## src/rtl/vp_bin_pkg.sv

```systemverilog
`default_nettype none
// ============================================================================
// Module      : vp_bin_pkg
// Description : Shared types and constants for the binarization LUT loader.
// Revision    : 1.0 - initial release
// ============================================================================
package vp_bin_pkg;

    // LUT geometry: one entry per 8-bit pixel code
    localparam int LUT_DEPTH = 256;
    localparam int ADDR_W    = 8;

    // Binarized output codes written into the LUTs
    localparam logic [7:0] BIN_ON  = 8'hFF;
    localparam logic [7:0] BIN_OFF = 8'h00;

    // Loader sequencing states
    typedef enum logic [2:0] {
        IDLE      = 3'd0,
        LOAD_PEND = 3'd1,
        WAIT_VS   = 3'd2,
        WRITE     = 3'd3,
        DONE      = 3'd4
    } state_t;

endpackage
`default_nettype wire

```

## src/rtl/vp_bin_band_cmp.sv

```systemverilog
`default_nettype none
// ============================================================================
// Module      : vp_bin_band_cmp
// Description : Combinational pass-band test for one LUT entry. Produces
//               BIN_ON when lo <= addr <= hi (unsigned, inclusive), else
//               BIN_OFF; a set inv swaps the two codes.
// Revision    : 1.0 - initial release
// ============================================================================
module vp_bin_band_cmp
    import vp_bin_pkg::*;
(
    input  logic [ADDR_W-1:0] lo,
    input  logic [ADDR_W-1:0] hi,
    input  logic [ADDR_W-1:0] addr,
    input  logic              inv,
    output logic [7:0]        entry
);

    logic w_in_band;

    // Inclusive band test; lo > hi naturally yields an empty band
    always_comb begin
        w_in_band = (addr >= lo) && (addr <= hi);
        entry     = (w_in_band ^ inv) ? BIN_ON : BIN_OFF;
    end

endmodule
`default_nettype wire

```

## src/rtl/vp_bin_lut_loader.sv

```systemverilog
`default_nettype none
// ============================================================================
// Module      : vp_bin_lut_loader
// Description : Run-time loader for the R/G/B 256x8 binarization LUTs.
//               Accepts a pass band per channel, waits for the next vsync
//               edge, then rewrites all 256 entries of each LUT in 256
//               consecutive cycles and pulses done.
//               Optional feature macro: VP_BIN_INVERT_EN adds cfg_inv[2:0]
//               (bit0=R, bit1=G, bit2=B) to invert a channel's written data.
// Revision    : 1.0 - initial release
// ============================================================================
module vp_bin_lut_loader
    import vp_bin_pkg::*;
#(
    parameter logic       VSYNC_POL = 1'b1,
    parameter bit         INIT_LOAD = 1'b1,
    parameter logic [7:0] DEF_LO    = 8'd128,
    parameter logic [7:0] DEF_HI    = 8'd255
) (
    input  logic              clk,
    input  logic              rst_n,
    input  logic              v_sync_in,
    input  logic              cfg_valid,
    output logic              cfg_ready,
    input  logic [7:0]        cfg_lo_r,
    input  logic [7:0]        cfg_lo_g,
    input  logic [7:0]        cfg_lo_b,
    input  logic [7:0]        cfg_hi_r,
    input  logic [7:0]        cfg_hi_g,
    input  logic [7:0]        cfg_hi_b,
`ifdef VP_BIN_INVERT_EN
    input  logic [2:0]        cfg_inv,
`endif
    output logic              lut_we,
    output logic [ADDR_W-1:0] lut_addr,
    output logic [7:0]        lut_d_r,
    output logic [7:0]        lut_d_g,
    output logic [7:0]        lut_d_b,
    output logic              busy,
    output logic              done
);

    localparam state_t              RST_STATE = INIT_LOAD ? LOAD_PEND : IDLE;
    localparam logic [ADDR_W-1:0]   LAST_ADDR = ADDR_W'(LUT_DEPTH - 1);

    state_t              r_state;
    state_t              w_next;
    logic                w_latch_cfg;
    logic                w_latch_def;
    logic                w_vs_edge;
    logic                r_vs_q;
    logic [ADDR_W-1:0]   r_cnt;
    logic [7:0]          r_lo [3];
    logic [7:0]          r_hi [3];
    logic [2:0]          r_inv;
    logic [2:0]          w_cfg_inv;
    logic [7:0]          w_entry [3];
    logic                r_lut_we;
    logic [ADDR_W-1:0]   r_lut_addr;
    logic [7:0]          r_lut_d [3];
    logic                r_done;

`ifdef VP_BIN_INVERT_EN
    assign w_cfg_inv = cfg_inv;
`else
    assign w_cfg_inv = 3'b000;
`endif

    // Handshake and status are pure state decodes
    assign cfg_ready = (r_state == IDLE);
    assign busy      = (r_state == WAIT_VS) || (r_state == WRITE);

    // Only an inactive->active transition starts a load, never a level
    assign w_vs_edge = (v_sync_in == VSYNC_POL) && (r_vs_q != VSYNC_POL);

    // State register
    always_ff @(posedge clk or negedge rst_n) begin
        if (!rst_n) begin
            r_state <= RST_STATE;
        end else begin
            r_state <= w_next;
        end
    end

    // Next-state decode and latch strobes
    always_comb begin
        w_next      = r_state;
        w_latch_cfg = 1'b0;
        w_latch_def = 1'b0;
        case (r_state)
            IDLE: begin
                if (cfg_valid) begin
                    w_latch_cfg = 1'b1;
                    w_next      = WAIT_VS;
                end
            end
            LOAD_PEND: begin
                w_latch_def = 1'b1;
                w_next      = WAIT_VS;
            end
            WAIT_VS: begin
                if (w_vs_edge) begin
                    w_next = WRITE;
                end
            end
            WRITE: begin
                if (r_cnt == LAST_ADDR) begin
                    w_next = DONE;
                end
            end
            DONE: begin
                w_next = IDLE;
            end
            default: begin
                w_next = IDLE;
            end
        endcase
    end

    // Vsync history for edge detection
    always_ff @(posedge clk or negedge rst_n) begin
        if (!rst_n) begin
            r_vs_q <= 1'b0;
        end else begin
            r_vs_q <= v_sync_in;
        end
    end

    // Address counter: runs only while writing, parked at 0 otherwise
    always_ff @(posedge clk or negedge rst_n) begin
        if (!rst_n) begin
            r_cnt <= '0;
        end else if (r_state == WRITE) begin
            r_cnt <= r_cnt + 1'b1;
        end else begin
            r_cnt <= '0;
        end
    end

    // Band registers: user set on handshake, defaults for the post-reset load
    always_ff @(posedge clk or negedge rst_n) begin
        if (!rst_n) begin
            for (int i = 0; i < 3; i++) begin
                r_lo[i] <= DEF_LO;
                r_hi[i] <= DEF_HI;
            end
            r_inv <= 3'b000;
        end else if (w_latch_cfg) begin
            r_lo[0] <= cfg_lo_r;
            r_lo[1] <= cfg_lo_g;
            r_lo[2] <= cfg_lo_b;
            r_hi[0] <= cfg_hi_r;
            r_hi[1] <= cfg_hi_g;
            r_hi[2] <= cfg_hi_b;
            r_inv   <= w_cfg_inv;
        end else if (w_latch_def) begin
            for (int i = 0; i < 3; i++) begin
                r_lo[i] <= DEF_LO;
                r_hi[i] <= DEF_HI;
            end
            r_inv <= 3'b000;
        end
    end

    generate
        for (genvar g = 0; g < 3; g++) begin : g_band
            vp_bin_band_cmp u_cmp (
                .lo    (r_lo[g]),
                .hi    (r_hi[g]),
                .addr  (r_cnt),
                .inv   (r_inv[g]),
                .entry (w_entry[g])
            );
        end
    endgenerate

    // Registered write port: follows the state one cycle behind
    always_ff @(posedge clk or negedge rst_n) begin
        if (!rst_n) begin
            r_lut_we   <= 1'b0;
            r_lut_addr <= '0;
            for (int i = 0; i < 3; i++) begin
                r_lut_d[i] <= BIN_OFF;
            end
            r_done <= 1'b0;
        end else begin
            r_lut_we <= (r_state == WRITE);
            r_done   <= (r_state == DONE);
            if (r_state == WRITE) begin
                r_lut_addr <= r_cnt;
                for (int i = 0; i < 3; i++) begin
                    r_lut_d[i] <= w_entry[i];
                end
            end
        end
    end

    assign lut_we   = r_lut_we;
    assign lut_addr = r_lut_addr;
    assign lut_d_r  = r_lut_d[0];
    assign lut_d_g  = r_lut_d[1];
    assign lut_d_b  = r_lut_d[2];
    assign done     = r_done;

endmodule
`default_nettype wire

```

## config.mk

```make
export PLATFORM = sky130hd
export DESIGN_NAME = vp_bin_lut_loader
export DESIGN_NICKNAME = d
export VERILOG_FILES = /design/src/rtl/vp_bin_pkg.sv /design/src/rtl/vp_bin_band_cmp.sv /design/src/rtl/vp_bin_lut_loader.sv
export SDC_FILE = /design/constraint.sdc
export NUM_CORES = 1
export LEC_CHECK = 0
export BUFFER_PORTS_ARGS = -buffer_cell sky130_fd_sc_hd__buf_2
export CAP_MARGIN = 10
export CORE_MARGIN = 5
export CORE_UTILIZATION = 30
export DETAILED_ROUTE_END_ITERATION = 10
export GPL_ROUTABILITY_DRIVEN = 0
export PLACE_DENSITY = 0.62
export SLEW_MARGIN = 10
export SYNTH_ARGS = -nofsm -noshare
export SYNTH_HDL_FRONTEND = slang
export SYNTH_SLANG_ARGS = --single-unit
export TNS_END_PERCENT = 1
```

## constraint.sdc

```tcl
create_clock -name clk -period 1.9 [get_ports clk]
set_input_delay 0.095 -clock clk [delete_from_list [all_inputs] [get_ports clk]]
set_output_delay 0.095 -clock clk [all_outputs]
set_load 0.005 [all_outputs]
```

==> results of run 1 <==
-- logic make-up after synthesis --
logic type               after synthesis  share of synthesized area [%]
AND/OR/NAND/NOR                      125                           14.0
AO/OA/AOI/OAI                         92                           13.7
buffers and inverters                 81                           10.0
flip-flops                            73                           46.1
adder cells (fa/ha/maj)               49                           15.2
XOR/XNOR                               5                           1.08
-- state kept, by name (all words and copies together) (netlist names), 3 cells and up --
signal,cells
r_state,3
r_cnt,8
lut_addr,8
r_hi,24
r_lo,24
-- through the flow --
stage | std cells | cell area, sq um | util (%) | hold slack, ps
2_1_floorplan | 425 | 4040 | - | -201
3_3_place_gp | 674 | 4630 | 34.9 | -68.6
3_5_place_dp | 674 | 4630 | 34.9 | -62.4
4_1_cts | 720 | 5220 | 39.4 | 0.988
5_1_grt | 720 | 5230 | 39.5 | 3.16
6_report | 720 | 5230 | 39.5 | -3.63
-- area by class of cell --
class | instances | share of cell area, %
tap | 176 | 4.21
sequential | 73 | 35.6
inverter | 48 | 3.44
multi-input combinational | 271 | 34.1
timing repair buffer | 136 | 17.0
clock inverter | 4 | 0.478
clock buffer | 12 | 5.12
-- repair_timing --
item / CTS / global route
setup endpoints to repair: 0 / 2
gates resized for setup: 0 / 4
setup buffers: 0 / 0
hold endpoints to repair: 74 / 0
hold buffers: 30 / 0
-- final timing paths --
path / start / endpoint / slack (ps) / cells after the start
worst max-delay path: r_cnt[0]$_DFF_PN0_ / lut_d_b[6]$_DFFE_PN0P_ / 60 / 7
worst min-delay path: cfg_lo_r[1] / r_lo[17]$_DFFE_PN0P_ / -4 / 3
worst max register to register: r_cnt[0]$_DFF_PN0_ / lut_d_b[6]$_DFFE_PN0P_ / 60 / 7
worst min register to register: lut_addr[5]$_DFFE_PN0P_ / lut_addr[5]$_DFFE_PN0P_ / 480 / 2
max in group asynchronous: rst_n / r_state[0]$_DFFE_PN1P_ / 1210 / 3
min in group asynchronous: rst_n / r_vs_q$_DFF_PN0_ / 120 / 2
-- Yosys cell counts (2+ instances only) --
cell type | n | area, sq um
ha_1 | 49 | 613
inv_1 | 47 | 176
dfrtp_1 | 45 | 1130
nand2_1 | 45 | 169
a21oi_1 | 40 | 200
nor2_1 | 39 | 146
dfstp_2 | 28 | 736
o21ai_0 | 27 | 135
buf_4 | 23 | 173
nand4_1 | 11 | 68.8
nand3_1 | 6 | 30.0
buf_2 | 5 | 25.0
nor3_1 | 5 | 25.0
a21o_1 | 4 | 30.0
clkbuf_1 | 4 | 15.0
nor2b_1 | 4 | 25.0
a22o_1 | 3 | 26.3
and3_1 | 3 | 18.8
nand2b_1 | 3 | 18.8
nor3b_1 | 3 | 22.5
o21a_1 | 3 | 22.5
o22a_1 | 3 | 26.3
xor2_1 | 3 | 26.3
a2111oi_2 | 2 | 30.0
nand2_2 | 2 | 12.5
o2111a_1 | 2 | 22.5
o21ai_1 | 2 | 10.0
o221ai_1 | 2 | 17.5
xnor2_1 | 2 | 17.5
-- critical path, stage by stage (launching register included) --
cell and delay [ps]:
dfrtp_1 350, inv_1 60, ha_1 270, nand2b_1 140, a2111oi_1 450, nor3_1 120, nor4_2 270, a2111oi_2 60
-- layer usage --
layer	up-vias	global-route usage (%)	share of wire, %
met3	9	3.13	5.5
li1	1644	-	-
met1	1551	16.5	46
met2	87	21.8	48
met5	-	0	0
met4	0	2.84	0.73
-- report_power, final --
part | internal, mW | switching, mW | total [mW] | leakage, nW
registers | 1.82 | 0.180 | 2.00 | 0.840
clock network | 0.997 | 0.622 | 1.62 | 0.148
logic | 0.656 | 0.743 | 1.40 | 1.82
==> impl_metrics.env, run 1 <==
export IMPL_status="finished with violations"
export IMPL_violations="negative hold slack"
export IMPL_syn_area_per_cell_sq_um=9.51
export IMPL_die_area_sq_um=15900
export IMPL_required_ps=2110
export IMPL_post_drt_wl_per_cell_um=14.1
export IMPL_viasPerCell=4.57
export IMPL_worstSetupEndpointType="flop"
export IMPL_grt_overflow_total=0
export IMPL_max_freq_ghz=0.542
export IMPL_tns_ps=0
export IMPL_syn2layout_area_growth_pct=29.4
export IMPL_tightest_slew_ps=434
export IMPL_drt_iter0_drc=116
export IMPL_fin_skew_ps=8.69
export IMPL_nNetsFinal=640
export IMPL_cts_sinks=73
export IMPL_core_area_sq_um=13200
export IMPL_mappedNetlistArea_sq_um=4040
export IMPL_postRouteAntennaNets=0
export IMPL_start_util_pct=30.5
export IMPL_synth_seq_area_share_pct=46.1
export IMPL_hold_viol=1
export IMPL_fillers=1355
export IMPL_seq_area_sq_um=1860
export IMPL_dp_hpwl_um=7750
export IMPL_power_mw=5.02
export IMPL_crit_fanout=2
export IMPL_ys_warn_count=0
export IMPL_hold_path_class="primary input to flop"
export IMPL_diodes=0
export IMPL_crit_arrival_ps=2050
export IMPL_cts_tree="done"
export IMPL_finalSetupViolCount=0
export IMPL_grt_max_degree=48
export IMPL_synth_edf_count=0
export IMPL_synth_cell_types=39
export IMPL_fin_crit_sh_pct=97.1
export IMPL_multiInputGateArea_sq_um=1780
export IMPL_htreeDepth=3
export IMPL_post_place_ws_ps=65.8
export IMPL_die_w_um=126
export IMPL_vias=3291
export IMPL_synth_fp_nets=526
export IMPL_p_per_area_nw_per_um2=959
export IMPL_cts_root_buf="clkbuf_16"
export IMPL_clock_path_buffers=2
export IMPL_antenna_found_initial=0
export IMPL_drt_pass1_iterations=5
export IMPL_grt_pass1_wl_um=16400
export IMPL_layout_common_cells="buf_2 (87), ha_1 (49), inv_1 (47)"
export IMPL_layout_setup_ws_ps=55.9
export IMPL_track_usage_pct=12.8
export IMPL_hold_ws_ps=-3.63
export IMPL_path_clk_slew_ps=60
export IMPL_postSynthCellCount=425
export IMPL_maxSlewHeadroom_pct=71.1
export IMPL_slew_violations=0
export IMPL_crit_path_start_kind="flop"
export IMPL_drive_above_1_share_pct=28.9
export IMPL_ys_ff_latch=73
export IMPL_p_leak_nw=2.81
export IMPL_ios=88
export IMPL_first_global_vias=3379
export IMPL_synthArstFlopShare_pct=100
export IMPL_drc=0
export IMPL_chipHeight_um=126
export IMPL_numPortBuffers=87
export IMPL_num_rows=42
export IMPL_cts_buffers=9
export IMPL_maxCapViolCount=0
export IMPL_ir_worst_vdd_v=0.000455
export IMPL_layout_min_cycle_time_ps=1840
export IMPL_synth_ff_type="dfrtp_1"
export IMPL_finalWirelength_um=10200
export IMPL_final_common_cell="buf_2"
export IMPL_crit_type="flop to flop"
export IMPL_insertion_delay_ps=330
Power figures use the tool's default switching activity.
==> run 2: changes to the inputs <==
==> constraint.sdc (replaced) <==
create_clock -name clk -period 1.9 [get_ports clk]
set_input_delay 0 -clock clk [delete_from_list [all_inputs] [get_ports clk]]
set_output_delay 0 -clock clk [all_outputs]
set_load 0.005 [all_outputs]
==> impl_metrics.env, run 2 (synthesized netlist as in run 1, its figures left out) <==
export IMPL_dp_hpwl_um=7810
export IMPL_hold_viol=0
export IMPL_reg2reg_to="lut_d_b[6]$_DFFE_PN0P_"
export IMPL_hp_start="cfg_valid"
export IMPL_layout_common_cells="buf_2 (87), dlygate4sd3_1 (50), ha_1 (49)"
export IMPL_crit_path_start_kind="flop"
export IMPL_crit_path_max_incr_delay_ps=520
export IMPL_htreeDepth=3
export IMPL_final_cells=740
export IMPL_path_clk_slew_ps=60
export IMPL_dp_cells=674
export IMPL_drt_iter0_drc=169
export IMPL_insertion_delay_ps=340
export IMPL_tightest_slew_ps=551
export IMPL_crit_fanout=7
export IMPL_vias=3380
export IMPL_reg2reg_from="r_cnt[5]$_DFF_PN0_"
export IMPL_status="finished clean"
export IMPL_num_rows=42
export IMPL_drive_above_1_share_pct=27.7
export IMPL_drt_pass1_iterations=4
export IMPL_p_per_area_nw_per_um2=943
export IMPL_cts_buffers=9
export IMPL_cts_tree="done"
export IMPL_crit_arrival_ps=2060
export IMPL_fin_skew_ps=10.8
export IMPL_nNetsFinal=660
export IMPL_hold_path_class="primary input to flop"
export IMPL_core_area_sq_um=13200
export IMPL_max_freq_ghz=0.547
export IMPL_die_area_sq_um=15900
export IMPL_layout_min_cycle_time_ps=1830
export IMPL_required_ps=2130
export IMPL_ir_worst_vdd_v=0.000483
export IMPL_slew_violations=0
export IMPL_grt_pass1_wl_um=17400
export IMPL_ios=88
export IMPL_final_common_cell="buf_2"
export IMPL_grt_max_degree=33
export IMPL_fin_crit_sh_pct=96.3
export IMPL_finalWirelength_um=10400
export IMPL_syn2layout_area_growth_pct=34.6
export IMPL_viasPerCell=4.57
export IMPL_cts_sinks=73
export IMPL_postRouteAntennaNets=0
export IMPL_drc=0
export IMPL_maxCapViolCount=0
export IMPL_slowest_stage="dfrtp_1"
export IMPL_r2r_slack_ps=70
export IMPL_layout_setup_ws_ps=70.2
export IMPL_track_usage_pct=13.6
export IMPL_maxSlewHeadroom_pct=63.3
export IMPL_worstHoldEndpoint="r_state[1]$_DFFE_PN0P_"
export IMPL_diodes=0
export IMPL_finalSetupViolCount=0
export IMPL_critPathTopFamily="compound AO/OA/AOI/OAI gates"
export IMPL_min_path_cells=3
export IMPL_crit_type="flop to flop"
export IMPL_worstRegToRegCells=6
export IMPL_first_global_vias=3541
export IMPL_chipHeight_um=126
export IMPL_p_leak_nw=2.90
export IMPL_antenna_found_initial=0
export IMPL_cp_cell_sequence="ha_1 -> a21o_1 -> a21o_1 -> a21oi_1 -> nor2_1 -> a2111oi_2"
export IMPL_numPortBuffers=87
export IMPL_cts_root_buf="clkbuf_16"
export IMPL_post_place_ws_ps=74.9
export IMPL_post_drt_wl_per_cell_um=14.0
export IMPL_start_util_pct=30.5
export IMPL_cp_num_buf_inv=0
export IMPL_die_w_um=126
export IMPL_top_regs="r_hi (24), r_lo (24)"
export IMPL_cpMostUsedCell="a21o_1"
export IMPL_grt_overflow_total=0
export IMPL_clock_path_buffers=2
export IMPL_worstSetupEndpointType="flop"
==> run 2: repair_timing <==
action,CTS,global route
endpoints found under the hold margin,67,0
gates resized for setup,0,2
endpoints found under the setup margin,0,1
buffers inserted,0,0
hold buffers,50,0
==> run 2: final cells by class <==
| class | instances | area [sq um] |
|---|---|---|
| inverters | 48 | 180 |
| flip-flops and latches | 73 | 1860 |
| multi-input cells | 271 | 1780 |
| well taps | 176 | 220 |
| clock buffers | 12 | 279 |
| repair buffers | 156 | 1090 |
| fillers | 1303 | 7800 |
| clock inverters | 4 | 23.8 |
==> run 2: tightest hold or removal path, cell delays in order <==
cell	delay, ps
buf_2	130
nor3_1	140
nor3_1	80
==> run 2: worst max path at each step <==
| stage | start | endpoint | cells after the start |
|---|---|---|---|
| detailed placement | r_cnt[0]$_DFF_PN0_ | lut_d_b[6]$_DFFE_PN0P_ | 7 |
| global route | r_cnt[0]$_DFF_PN0_ | lut_d_b[6]$_DFFE_PN0P_ | 7 |
| finish | r_cnt[5]$_DFF_PN0_ | lut_d_b[6]$_DFFE_PN0P_ | 6 |
| floorplan | r_cnt[0]$_DFF_PN0_ | lut_d_b[6]$_DFFE_PN0P_ | 7 |
| global placement | r_cnt[0]$_DFF_PN0_ | lut_d_b[6]$_DFFE_PN0P_ | 7 |
| CTS | r_cnt[0]$_DFF_PN0_ | lut_d_b[6]$_DFFE_PN0P_ | 7 |
==> run 2: per-stage QoR <==
step | total power [mW] | hold slack [ps] | TNS (ps) | utilization [%] | area (sq um)
2_1_floorplan | 2.87 | -296 | 0 | - | 4040
3_3_place_gp | 3.33 | 6.25 | 0 | 34.9 | 4630
3_5_place_dp | 3.39 | 12.4 | 0 | 34.9 | 4630
4_1_cts | 5.17 | 25.7 | 0 | 41.0 | 5430
5_1_grt | 5.49 | 36.9 | -7.04 | 41.1 | 5440
6_report | 5.13 | 42.9 | 0 | 41.1 | 5440
==> run 2: metal layers <==
metal	track usage (%)	up-vias	part of all wire, %
met5	0	-	0
met4	3.41	0	1.4
met3	4.40	17	6.0
met2	22.8	96	47
met1	16.9	1584	45
li1	-	1683	-
==> run 2: report_power, final <==
group	switching [mW]	internal [mW]	total, mW	leakage [nW]
Sequential	0.175	1.82	1.99	0.842
Clock	0.627	1.04	1.66	0.153
Combinational	0.771	0.700	1.47	1.90
Total	1.57	3.56	5.13	2.90
==> run 3: changes to the inputs <==
Settings changed: REMOVE_ABC_BUFFERS set to 1.
==> impl_metrics.env, run 3 (synthesized netlist as in run 1, its figures left out) <==
export IMPL_first_global_vias=3633
export IMPL_met1Wirelength_um=4420
export IMPL_p_per_area_nw_per_um2=944
export IMPL_layout_common_cells="buf_2 (87), dlygate4sd3_1 (50), ha_1 (49)"
export IMPL_diodes=0
export IMPL_hold_ws_ps=60.7
export IMPL_tightest_slew_ps=441
export IMPL_maxSlewHeadroom_pct=70.6
export IMPL_crit_path_max_incr_delay_ps=520
export IMPL_chipHeight_um=126
export IMPL_vias=3361
export IMPL_track_usage_pct=13.3
export IMPL_nNetsFinal=655
export IMPL_ir_worst_vdd_v=0.000473
export IMPL_crit_type="flop to flop"
export IMPL_internal_power_mw=3.52
export IMPL_grt_overflow_total=0
export IMPL_syn2layout_area_growth_pct=33.8
export IMPL_top_regs="r_hi (24), r_lo (24)"
export IMPL_required_ps=2130
export IMPL_insertion_delay_ps=340
export IMPL_pwr_share_seq_pct=39.2
export IMPL_swShare_pct=31.1
export IMPL_antenna_found_initial=0
export IMPL_crit_arrival_ps=2020
export IMPL_slowest_stage="dfstp_2"
export IMPL_hold_path_class="primary input to flop"
export IMPL_post_place_ws_ps=83.8
export IMPL_reg2reg_from="r_hi[5]$_DFFE_PN1P_"
export IMPL_final_cells=735
export IMPL_max_freq_ghz=0.560
export IMPL_finalSetupViolCount=0
export IMPL_htreeDepth=3
export IMPL_crit_start="r_hi[5]$_DFFE_PN1P_"
export IMPL_fillers=1328
export IMPL_rsz0062_at_grt="no"
export IMPL_worstSetupEndpointType="flop"
export IMPL_fin_skew_ps=8.18
export IMPL_top_layer="met4"
export IMPL_num_rows=42
export IMPL_post_cts_buffers=0
export IMPL_dp_cells=669
export IMPL_ios=88
export IMPL_crit_fanout=2
export IMPL_start_util_pct=30.5
export IMPL_clock_path_buffers=2
export IMPL_power_mw=5.11
export IMPL_drt_pass1_iterations=4
export IMPL_viasPerCell=4.57
export IMPL_cp_cell_sequence="inv_1 -> ha_1 -> a21o_1 -> a21o_1 -> a21oi_1 -> nor2_1 -> a2111oi_2"
export IMPL_maxCapViolCount=0
export IMPL_drt_iter0_drc=176
export IMPL_p_switching_mw=1.59
export IMPL_layout_setup_ws_ps=113
export IMPL_finalWirelength_um=10100
export IMPL_slew_violations=0
export IMPL_dp_hpwl_um=7480
export IMPL_hp_start="cfg_valid"
export IMPL_post_drt_wl_per_cell_um=13.8
export IMPL_tns_ps=0
export IMPL_layout_min_cycle_time_ps=1790
export IMPL_cts_sinks=73
export IMPL_postRouteAntennaNets=0
export IMPL_p_leak_nw=2.86
export IMPL_fin_crit_sh_pct=94.1
export IMPL_die_w_um=126
export IMPL_die_area_sq_um=15900
export IMPL_core_area_sq_um=13200
export IMPL_power_frac_clock_pct=32.7
export IMPL_drc=0
export IMPL_crit_path_start_kind="flop"
export IMPL_comb_power_share_pct=28.1
export IMPL_grt_max_degree=74
export IMPL_hold_viol=0
export IMPL_final_common_cell="buf_2"
export IMPL_drive_above_1_share_pct=27.7
export IMPL_numPortBuffers=87
export IMPL_cts_buffers=9
export IMPL_status="finished clean"
export IMPL_grt_pass1_wl_um=17100
export IMPL_met3_length_um=659
export IMPL_wl_met2_um=4890
export IMPL_cts_root_buf="clkbuf_16"
export IMPL_cts_tree="done"
export IMPL_cpMostUsedCell="a21o_1"
export IMPL_path_clk_slew_ps=60
==> run 3: cell count changes in the layout (fill, tap and decap cells not counted), moves of 2 or more <==
cell,previous run,this run
buf_4,18,13
clkbuf_8,0,4
clkinv_2,3,0
clkinvlp_4,0,3
clkbuf_16,11,9
==> run 3: power by group through the flow <==
| stage | Sequential [mW] | Clock (mW) | Combinational (mW) |
|---|---|---|---|
| after floorplan | 2.04 | 0 | 0.664 |
| after global placement | 2.02 | 0 | 1.31 |
| after detailed placement | 2.03 | 0 | 1.35 |
| after CTS | 2.01 | 1.71 | 1.44 |
| after global routing | 2.04 | 1.77 | 1.63 |
| final | 2.00 | 1.67 | 1.44 |
==> run 3: routing by layer <==
metal  GRT usage [%]  up-vias
met3            3.39       15
met4            4.73        0
met5               0        -
met2            22.4       89
met1            16.7     1588
li1                -     1669
==> run 3: area by class of cell <==
class / count / area, sq um / area share (%)
flip-flops and latches: 73 / 1860 / 34.4
multi-input cells: 271 / 1790 / 33.1
repair buffers: 151 / 1050 / 19.5
clock buffers: 13 / 280 / 5.18
well taps: 176 / 220 / 4.07
inverters: 48 / 180 / 3.33
clock inverters: 3 / 22.5 / 0.416
==> run 3: final timing paths <==
| check | to | slack (ps) | cells past startpoint |
|---|---|---|---|
| worst min register to register | lut_addr[4]$_DFFE_PN0P_ | 470 | 2 |
| worst max register to register | lut_d_b[6]$_DFFE_PN0P_ | 110 | 7 |
| worst max-delay path | lut_d_b[6]$_DFFE_PN0P_ | 110 | 7 |
| min in group asynchronous | r_lo[2]$_DFFE_PN0P_ | 220 | 3 |
| worst min-delay path | r_state[1]$_DFFE_PN0P_ | 60 | 3 |
| max in group asynchronous | r_hi[14]$_DFFE_PN1P_ | 1310 | 3 |
==> run 3: repair_timing <==
item / in CTS / in global routing
hold buffers: 50 / 0
gates resized for setup: 0 / 4
endpoints found under the setup margin: 0 / 2
hold endpoints to repair: 100 / 0
==> run 3: critical path: cells and delay by family (launching register included) <==
kind / cells / cell delay [ps]
AO/OA/AOI/OAI: 4 / 750
flip-flops: 1 / 520
buffers and inverters: 1 / 40
AND/OR/NAND/NOR: 1 / 70
adder cells (fa/ha/maj): 1 / 290
==> run 3: stage by stage <==
step | utilization [%] | area, sq um
2_1_floorplan | - | 3820
3_3_place_gp | 34.7 | 4590
3_5_place_dp | 34.7 | 4590
4_1_cts | 40.8 | 5400
5_1_grt | 40.8 | 5410
6_report | 40.8 | 5410
